===== config.mk =====
export PLATFORM = sky130hd
export DESIGN_NAME = pc_sequencer
export DESIGN_NICKNAME = d
export VERILOG_FILES = /design/src/rtl/pc_sequencer.sv
export SDC_FILE = /design/constraint.sdc
export NUM_CORES = 1
export LEC_CHECK = 0
export BUFFER_PORTS_ARGS = -buffer_cell sky130_fd_sc_hd__buf_4
export CORE_ASPECT_RATIO = 0.7
export CORE_MARGIN = 3
export CORE_UTILIZATION = 25
export CTS_BUF_LIST = sky130_fd_sc_hd__clkbuf_8
export CTS_CLUSTER_DIAMETER = 100
export DETAILED_ROUTE_END_ITERATION = 10
export HOLD_SLACK_MARGIN = 0.03
export SLEW_MARGIN = 40
export SYNTH_ARGS = -nofsm -noshare
export SYNTH_HDL_FRONTEND = slang
export SYNTH_SLANG_ARGS = --single-unit

===== constraint.sdc =====
create_clock -name clk -period 2.65 [get_ports clk]
set_input_delay 0.53 -clock clk [delete_from_list [all_inputs] [get_ports clk]]
set_output_delay 0.53 -clock clk [all_outputs]
set_load 0.01 [all_outputs]

===== src/rtl/pc_sequencer.sv =====
// -----------------------------------------------------------------------------
// pc_sequencer
//
// Purpose
//   Program-counter sequencer for a small in-order core. Decoded instruction
//   classes become PC redirect controls: relative branches, absolute jumps, and
//   call/return through a small return-address stack (RAS). A sticky error flag
//   and a saturating retired-instruction counter are also kept here.
//
//   The redirect outputs are Mealy outputs, combinational from the state and
//   the current inputs. The external PC register consumes them on the same
//   rising edge.
//
// Build option
//   PC_SEQ_RAS_EN  When defined, the return-address stack is built.
//                  When undefined, there is no RAS storage. CALL is then a
//                  plain absolute jump, and RET flags err and acts as a NOP.
//
// Parameters
//   D          program counter width
//   RAS_DEPTH  return-address stack entries (power of 2, 2..16)
//
// Ports
//   clk          system clock, rising edge
//   reset        asynchronous reset, active low
//   start        leave IDLE (ignored in any other state)
//   stall        freeze sequencing this cycle
//   op[2:0]      0 NOP, 1 BRZ_REL, 2 JMP_ABS, 3 CALL, 4 RET, 5 HALT, 6-7 illegal
//   zero_flag    ALU zero condition for BRZ_REL
//   imm[D-1:0]   relative offset (BRZ_REL) or absolute target (JMP_ABS, CALL)
//   prog_ctr     current PC value
//   branch_en    any redirect this cycle
//   reljump_en   PC <= PC + target
//   absjump_en   PC <= target
//   target       redirect value
//   pc_hold      PC keeps its value at the next edge
//   done         high while HALTED
//   err          sticky error flag
//   instr_count  retired-instruction counter, saturating
// -----------------------------------------------------------------------------
module pc_sequencer #(
  parameter int D         = 12,
  parameter int RAS_DEPTH = 4
) (
  input  logic          clk,
  input  logic          reset,
  input  logic          start,
  input  logic          stall,
  input  logic [2:0]    op,
  input  logic          zero_flag,
  input  logic [D-1:0]  imm,
  input  logic [D-1:0]  prog_ctr,
  output logic          branch_en,
  output logic          reljump_en,
  output logic          absjump_en,
  output logic [D-1:0]  target,
  output logic          pc_hold,
  output logic          done,
  output logic          err,
  output logic [15:0]   instr_count
);

  typedef enum logic [1:0] {
    S_IDLE   = 2'd0,
    S_RUN    = 2'd1,
    S_HALTED = 2'd2
  } state_t;

  localparam logic [2:0] OP_NOP  = 3'd0;
  localparam logic [2:0] OP_BRZ  = 3'd1;
  localparam logic [2:0] OP_JMP  = 3'd2;
  localparam logic [2:0] OP_CALL = 3'd3;
  localparam logic [2:0] OP_RET  = 3'd4;
  localparam logic [2:0] OP_HALT = 3'd5;

  state_t      state_q, state_d;
  logic        err_q, err_d;
  logic [15:0] cnt_q, cnt_d;

`ifdef PC_SEQ_RAS_EN
  localparam int AW = $clog2(RAS_DEPTH);
  // The pointer is one bit wider than the index so it can express "full".
  localparam int PW = AW + 1;
  localparam logic [PW-1:0] RAS_FULL = PW'(RAS_DEPTH);
  localparam logic [PW-1:0] PTR_ONE  = PW'(1);
  localparam logic [D-1:0]  PC_ONE   = D'(1);

  logic [D-1:0]  ras_q [RAS_DEPTH];
  logic [PW-1:0] ptr_q, ptr_d;
  logic [AW-1:0] top_idx;
  logic          ras_empty, ras_full;
  logic          push, pop;

  assign ras_empty = (ptr_q == '0);
  assign ras_full  = (ptr_q == RAS_FULL);
  assign top_idx   = AW'(ptr_q - PTR_ONE);
`else
  // Without the RAS, prog_ctr has no consumer.
  logic unused_prog_ctr;
  assign unused_prog_ctr = ^prog_ctr;
`endif

  // Next state, redirect outputs and bookkeeping.
  always_comb begin
    state_d    = state_q;
    err_d      = err_q;
    cnt_d      = cnt_q;
    branch_en  = 1'b0;
    reljump_en = 1'b0;
    absjump_en = 1'b0;
    target     = '0;
    pc_hold    = 1'b1;
`ifdef PC_SEQ_RAS_EN
    push       = 1'b0;
    pop        = 1'b0;
`endif

    case (state_q)
      S_IDLE: begin
        if (start) state_d = S_RUN;
      end

      S_RUN: begin
        if (!stall) begin
          pc_hold = 1'b0;
          if (cnt_q != 16'hFFFF) cnt_d = cnt_q + 16'd1;
          case (op)
            OP_NOP: ;
            OP_BRZ: begin
              if (zero_flag) begin
                reljump_en = 1'b1;
                target     = imm;
              end
            end
            OP_JMP: begin
              absjump_en = 1'b1;
              target     = imm;
            end
            OP_CALL: begin
              // The jump is taken even when the push must be dropped.
              absjump_en = 1'b1;
              target     = imm;
`ifdef PC_SEQ_RAS_EN
              if (ras_full) err_d = 1'b1;
              else          push  = 1'b1;
`endif
            end
            OP_RET: begin
`ifdef PC_SEQ_RAS_EN
              if (ras_empty) begin
                err_d = 1'b1;
              end else begin
                absjump_en = 1'b1;
                target     = ras_q[top_idx];
                pop        = 1'b1;
              end
`else
              err_d = 1'b1;
`endif
            end
            OP_HALT: begin
              pc_hold = 1'b1;
              state_d = S_HALTED;
            end
            default: err_d = 1'b1;
          endcase
        end
      end

      default: ;  // HALTED: leaves only through reset
    endcase

    branch_en = reljump_en | absjump_en;
  end

  always_ff @(posedge clk or negedge reset) begin
    if (!reset) begin
      state_q <= S_IDLE;
      err_q   <= 1'b0;
      cnt_q   <= '0;
    end else begin
      state_q <= state_d;
      err_q   <= err_d;
      cnt_q   <= cnt_d;
    end
  end

`ifdef PC_SEQ_RAS_EN
  always_comb begin
    ptr_d = ptr_q;
    if (push)     ptr_d = ptr_q + PTR_ONE;
    else if (pop) ptr_d = ptr_q - PTR_ONE;
  end

  // Clearing the pointer is enough to discard the stack on reset.
  always_ff @(posedge clk or negedge reset) begin
    if (!reset) ptr_q <= '0;
    else        ptr_q <= ptr_d;
  end

  // Stack storage has no reset. push is only possible while ptr_q < RAS_DEPTH,
  // so the low pointer bits index the free slot.
  always_ff @(posedge clk) begin
    if (push) ras_q[ptr_q[AW-1:0]] <= prog_ctr + PC_ONE;
  end
`endif

  assign done        = (state_q == S_HALTED);
  assign err         = err_q;
  assign instr_count = cnt_q;

endmodule

; Word-level counts from Yosys, hierarchy flattened
; Index checks and enable logic that the tools add are counted.
[classes]
addsub = 1
eq_ne = 10
n_mux = 18
bitwise = 3
reduce_logical = 8
[ops]
columns = operator, count
row1 = $mux W12, 3
row2 = $pmux W12 S2, 1
row3 = $add A16 B1 Y16 const B, 1
row4 = $ne A16 B16 Y1 const B, 1
row5 = $mux W1, 10
row6 = $eq A3 B2 Y1 const B, 2
row7 = $mux W2, 3
row8 = $reduce_and A3 Y1, 2
row9 = $reduce_or A5 Y1, 1
row10 = $ne A2 B2 Y1 const B, 2
row11 = $pmux W2 S2, 1
row12 = $reduce_and A4 Y1, 1
row13 = $eq A3 B1 Y1 const B, 1
row14 = $eq A3 B3 Y1 const B, 1
row15 = $logic_not A3 Y1, 1
row16 = $eq A2 B1 Y1 const B, 1
row17 = $eq A2 B2 Y1 const B, 1
row18 = $logic_not A2 Y1, 1
row19 = $ne A2 B1 Y1 const B, 1
row20 = $not A1 Y1, 2
row21 = $reduce_bool A2 Y1, 1
row22 = $reduce_or A2 Y1, 1
row23 = $or A1 B1 Y1, 1
[totals]
ff_bits = 19
output_inout_bits = 34
word_cells = 43

; Longest topological paths before layout
; Gate-level depths: netlist (run 1).
[logic_depth]
depth_word = 6
ltp_mapped = 5
ltp_nobuf = 5

; Least setup slack after synthesis (run 1)
; No wires, ideal clock.
[synth_timing]
path_kind = input port to output port
start = input port stall
end = output port target[10]
t_arrival_ns = 1.578
t_required_ns = 2.120
setup_slack_ns = 0.542
path_stages = 4
path_cell_list = or3b_4 > nor3_1 > buf_2 > and2_1
[synth_between]
elab_chain_cells = 2
[synth_rtl]
columns = item, line_no
row1 = from (decl), 48  ; input logic stall,
row2 = $mux W12, 124  ; if (!stall) begin
row3 = $mux W12, 118  ; case (state_q)
row4 = to (decl), 56  ; output logic [D-1:0] target,
; Every way passes these cells.

; Worst setup path in the final report (run 1)
[layout_timing]
start = register state_q[1]
end = output port target[9]
[layout_between]
elab_chain_cells = 2
[layout_rtl]
columns = item, line_no
row1 = from (decl), 76  ; state_t state_q, state_d;
row2 = from (signal assigned), 182  ; state_q <= state_d;
row3 = $eq A2 B1 Y1, 118
row4 = $mux W12, 118
; Every way passes these cells.

==> summary.txt, run 1 <==
status: finished, final reports clean
clk root buf: clkbuf_8
Worst-Margin Slew: 0.4625 ns
average cell area after synthesis: 10.42 um2
Global Route Usage Sum: 10.57%
worst r2r dst: instr_count[1]
Synth area leader: dfrtp_1
DRC: 0
PortBufs: 53
WS Path Type: reg2out
sequential area share after synthesis: 44.29%
FF-to-FF setup slack: 0.68 ns
number of DRC markers in iteration 0: 50
Synth area leaders: dfrtp_1, and2_1, xnor2_1
synth warn: 0
XOR/XNOR share of the synthesized area: 8.974%
setup bufs post-CTS: 0
Die Ht: 60.83 um
Routed Antenna Nets: 0
Yosys reg bits: 19
largest family of logic cells by synthesized area: simple AND/OR/NAND/NOR gates
GRT overflow: 0
first-pass GRT wire length: 4457 um
number of vias per cell: 4.642
Avg WL per Cell: 12.82 um
final total power: 0.9101 mW
fraction of layout cells with a size suffix above 1: 42.50%
die width: 84.32 um
Worst slew margin: 69.10%
# clock sinks: 19
Compound-Gate Fraction of Synth Area: 8.042%
largest net degree at the start of global routing: 20
DP HPWL: 2219 um
shortest period the worst path allows: 2.335 ns
cts repair resizes: 0
Final Hold Slack: 0.1290 ns
crit start category: flop
Synth Net Count: 136
final setup vio count: 0
Post-synth ARST share: 100.0%
crit-path max FO: 12
reg2reg start: instr_count[0]
Fillers: 404
most used cell, CP: buf_4
Worst EP arrival: 1.81 ns
worst path required time: 2.12 ns
row count: 19
Core Region: 4018 um2
worst skew pair latency: 0.26 ns
Max Fclk: 428.2 MHz
Hold Path Class: in2async
Synth Instances: 103
Setup TNS: 0 ns
vias: 984
Synth Area in Adders: 1.166%
slowest CP cell: dfrtp_1
max-cap violations: 0
final worst slack: 0.3145 ns
Clock Skew: 0.003744 ns
number of flops mapped to enable cells by yosys: 0
Synth Flop Type: dfrtp_1
hold buffer count at cts: 0
Die ar.: 5129 um2
post-synthesis mux area share: 1.049%
Final period util: 88.13%
Mapped Area: 1074 um2
Distinct cells, synth: 37
final wirelength: 2718 um
fin. max-slew vios: 0
cell count of the worst reg-to-reg path: 5
H-tree levels: 1
fin area: 1584 um2
crit path launch: state_q[1]
RSZ-0062 raised after global routing: false
I/O pin count: 66
Initial Util: 26.72%
First-pass DRT Iterations: 4
Yosys top cell area share: 44.29%
crit path cell chain: or3b_4 > nor3_1 > buf_4 > and2_1 > buf_4
Antenna diodes: 0
initial antenna violation count: 0
CTS Buffer Depth: 2
CTS Buf Count: 3
Placed Area: 1535 um2
CTS tree: done
Post-Synth Simple-Gate Area: 34.62%
Placement Setup Slack: 0.4124 ns
maximum vdd drop: 0.4929 mV
Nets: 194
leakage: 0.7669 nW
Clock transition at path regs: 0.07 ns
Max stage delay on crit path: 0.43 ns
CP Capture Type: output port
Final Wtd Congestion: 0.7323
vias in the first global route: 947
Final Hold Fails: 0
post-synthesis to final-layout area growth: 47.55%
power per standard cell area: 574.5 nW/um2
kinds of logic after synthesis:
kind of cell	after synthesis
DFF	19
AOI/OAI and AO/OA	13
xor gates and xnor gates	11
buffers and inverters	3
and+or+nand+nor	55
adders and majority gates	1
muxes	1
routing by layer:
metal	vias up	global-route usage, %	wire (um)
met5	-	0	0
met1	472	14.40	1276
li1	490	-	-
met3	0	2.442	127
met4	0	2.752	0
met2	22	17.19	1313
critical path: cells and delay by family, from the launching register on:
kind / cells / cell delay, ns
and+or+nand+nor: 3 / 0.80
DFF: 1 / 0.43
buffers and inverters: 2 / 0.32
placed cells by master, fill, tap and decap left out, drive strengths merged:
cell type,count
mux2,1
nand3b,1
dfrtp,19
o31ai,1
and4bb,2
nand2,6
and3,1
xnor2,6
and2,11
nor3b,2
and4,3
ha,1
a21oi,3
nor4,4
o2111ai,1
o21ai,1
nand3,4
or3b,1
a31o,1
a21o,1
nor3,5
nor2,7
clkbuf,3
o21a,1
nand4,4
a31oi,3
and4b,1
inv,1
nand2b,2
and2b,1
xor2,5
o211ai,1
buf,55
clkinvlp,1
flip-flops by register name (all words and copies together), names as in the netlist:
| signal | flops |
|---|---|
| err | 1 |
| instr_count | 16 |
| state_q | 2 |
where the power goes:
group / internal (mW) / total (mW) / switching (mW) / leakage, nW
combinational: 0.155 / 0.287 / 0.132 / 0.505
sequential: 0.346 / 0.418 / 0.0716 / 0.240
clock: 0.106 / 0.205 / 0.0994 / 0.0217
cells in the mapped netlist (all sizes together) (2+ instances only):
cell type	n
a31oi	3
nor3b	2
nand2	6
dfrtp	19
and2	11
nor3	5
nor4	4
nand3	4
xnor2	6
buf	2
a21oi	3
and4bb	2
nor2	7
nand4	4
xor2	5
and4	3
nand2b	2
how the worst max path moves through the flow:
stage	to	slack (ns)	cells past startpoint
5_1_grt	target[3]	0.20	5
2_1_floorplan	target[10]	0.54	4
4_1_cts	target[9]	0.32	5
3_3_place_gp	target[5]	0.42	6
3_5_place_dp	target[9]	0.41	6
6_report	target[9]	0.31	5
stage by stage:
stage	instances	util (%)
final	212	39.43
after global routing	212	39.43
after CTS	212	39.43
after detailed placement	208	38.21
after global placement	208	38.21
after floorplan	103	-
area by class of cell:
cell class,instances,area [um2],share of cell area (%)
Clock inverter,1,7.507,0.4739
Sequential cell,19,475.5,30.02
Multi-Input combinational cell,81,578.1,36.49
Clock buffer,3,41.29,2.607
Timing Repair Buffer,55,412.9,26.07
Tap cell,52,65.06,4.107
Inverter,1,3.754,0.2370
Note: power is estimated with default switching activity, not from simulation.
==> run 2, diff against run 1 <==
ABC_CLOCK_PERIOD_IN_PS = 2650   (was not set)
CORE_UTILIZATION = 47   (was 25)
PLACE_DENSITY = 0.87   (was not set)
==> run 2 against run 1 <==
Sequential share of layout area rose by 0.60 points. Sequential power is 1% higher. Non-clock buffer count did not move. Critical path depth unchanged. First-iteration DRC count rose by 10%. Maximum frequency down 0.16%. Critical endpoint is now target[11]. Highest routed layer is now met4.
==> summary.txt, run 2 (same netlist as run 1, synthesis figures left out) <==
RSZ-0062 raised after global routing: false
DRC: 0 (unchanged)
Net Sw Frac: 33.56% (+0.27 points)
Hold Path Class: in2async
cell count of the worst reg-to-reg path: 5 (unchanged)
Final Hold Fails: 0 (unchanged)
Global Route Usage Sum: 20.40% (+9.8 points)
crit start category: flop
CTS Buf Count: 3 (unchanged)
final cell count without fillers: 190 (-10%)
hold buffer count at cts: 0 (unchanged)
reg2reg start: instr_count[0]
Die Ht: 45.99 um (-24%)
final total power: 0.9104 mW (about the same)
most frequent cells in the layout: buf_4, dfrtp_1, and2_1, nor2_1
Seq pwr share: 46.6% (+0.7 points)
Clock transition at path regs: 0.07 ns (about the same)
PortBufs: 53 (unchanged)
fraction of layout cells with a size suffix above 1: 41.88% (-0.62 points)
Max Fclk: 427.5 MHz (-0.16%)
Die ar.: 2903 um2 (-43%)
Avg WL per Cell: 14.84 um (+16%)
Final Hold Slack: 0.1330 ns (+0.003999 ns)
final worst slack: 0.3107 ns (-0.003781 ns)
Fillers: 149 (-63%)
cts repair resizes: 0 (unchanged)
largest net degree at the start of global routing: 20 (unchanged)
Final period util: 88.27% (+0.14 points)
Worst slew margin: 73.13% (+4.0 points)
DP Cell Count: 186 (-11%)
Largest register FFs: 16 (unchanged)
max-cap violations: 0 (unchanged)
DP HPWL: 2264 um (+2.0%)
row count: 13 (-6)
met3 Track Usage GR: 5.926% (+3.5 points)
CTS Buffer Depth: 2 (unchanged)
Worst-Margin Slew: 0.4022 ns (-0.06031 ns)
first-pass GRT wire length: 4574 um (+2.6%)
Antenna diodes: 0 (unchanged)
# clock sinks: 19 (unchanged)
vias in the first global route: 976 (+3.1%)
post-synthesis to final-layout area growth: 44.64%
Placement Setup Slack: 0.3959 ns (-0.01652 ns)
final setup vio count: 0 (unchanged)
Nets: 194 (unchanged)
CP Capture Type: output port
worst path required time: 2.12 ns (about the same)
initial antenna violation count: 0 (unchanged)
setup bufs post-CTS: 0 (unchanged)
First-pass DRT Iterations: 4 (unchanged)
number of DRC markers in iteration 0: 55 (+10%)
CTS tree: done
most used routing layer: met2
grt met1 use: 26.19% (+12 points)
shortest period the worst path allows: 2.339 ns (+0.003781 ns)
logic gate share of total power: 31.8% (+0.3 points)
commonest non-fill, non-tap cell in the layout: buf_4
clk root buf: clkbuf_8
Psw: 0.3055 mW (+0.84%)
fin area: 1553 um2 (-2.0%)
leakage: 0.7721 nW (+0.68%)
Routed Antenna Nets: 0 (unchanged)
crit-path max FO: 13 (+1)
FF-to-FF setup slack: 0.61 ns (-0.07 ns)
number of vias per cell: 5.342 (+15%)
worst skew pair latency: 0.25 ns (about the same)
Core Region: 2001 um2 (-50%)
worst r2r dst: instr_count[1]
Setup TNS: 0 ns (unchanged)
Util after Layout: 77.61% (+38 points)
die width: 63.12 um (-25%)
Placed Area: 1508 um2 (-1.8%)
fin. max-slew vios: 0 (unchanged)
GRT overflow: 0 (unchanged)
Clk pwr share: 21.6% (-1.0 points)
vias: 1,015 (+3.2%)
status: finished, final reports clean
Final Wtd Congestion: 0.7923 (+8.2%)
Worst EP arrival: 1.81 ns (about the same)
Int Power: 0.6049 mW (-0.37%)
WS Path Type: reg2out
H-tree levels: 1 (unchanged)
crit path launch: state_q[1]
Initial Util: 53.66% (+27 points)
final wirelength: 2819 um (+3.7%)
Clock Skew: 0.002651 ns (-0.001093 ns)
I/O pin count: 66 (unchanged)
GR Util met2: 34.80% (+18 points)
power per standard cell area: 586.3 nW/um2 (+2.0%)
maximum vdd drop: 0.5990 mV (+22%)
[run 2: cell count changes in the layout (fill, tap and decap cells not counted)]
cell,delta
clkinvlp_4,-1
inv_1,+1
[run 2: worst max path at each step]
stage	end	slack (ns)	cells past startpoint
floorplan	target[10]	0.54	4
global placement	target[11]	0.42	6
detailed placement	target[11]	0.40	6
CTS	target[11]	0.31	5
global route	target[11]	0.23	5
finish	target[11]	0.31	5
[run 2: final cells by class]
| type | instances | area [um2] | share of cell area [%] |
|---|---|---|---|
| clock buffers | 3 | 41.29 | 2.659 |
| inverters | 1 | 3.754 | 0.2417 |
| flip-flops and latches | 19 | 475.5 | 30.62 |
| repair buffers | 55 | 412.9 | 26.59 |
| well taps | 30 | 37.54 | 2.417 |
| clock inverters | 1 | 3.754 | 0.2417 |
| multi-input cells | 81 | 578.1 | 37.23 |
[run 2: layer usage]
layer	share of wire (%)	wire length (um)
met5	0	0
met4	0.32	9
met3	5.3	150
met2	51	1438
met1	43	1220
[run 2: power groups by stage]
stage               sequential (mW)  clock [mW]  combinational, mW
finish                        0.424       0.197              0.289
global route                  0.438       0.220              0.314
CTS                           0.425       0.202              0.293
detailed placement            0.429           0              0.292
global placement              0.421           0              0.280
floorplan                     0.433           0              0.126
[run 2: critical path, cell delays in order, from the launching register on]
cell	delay, ns
dfrtp_1	0.43
or3b_4	0.42
nor3_1	0.17
buf_4	0.19
and4bb_2	0.23
buf_4	0.12
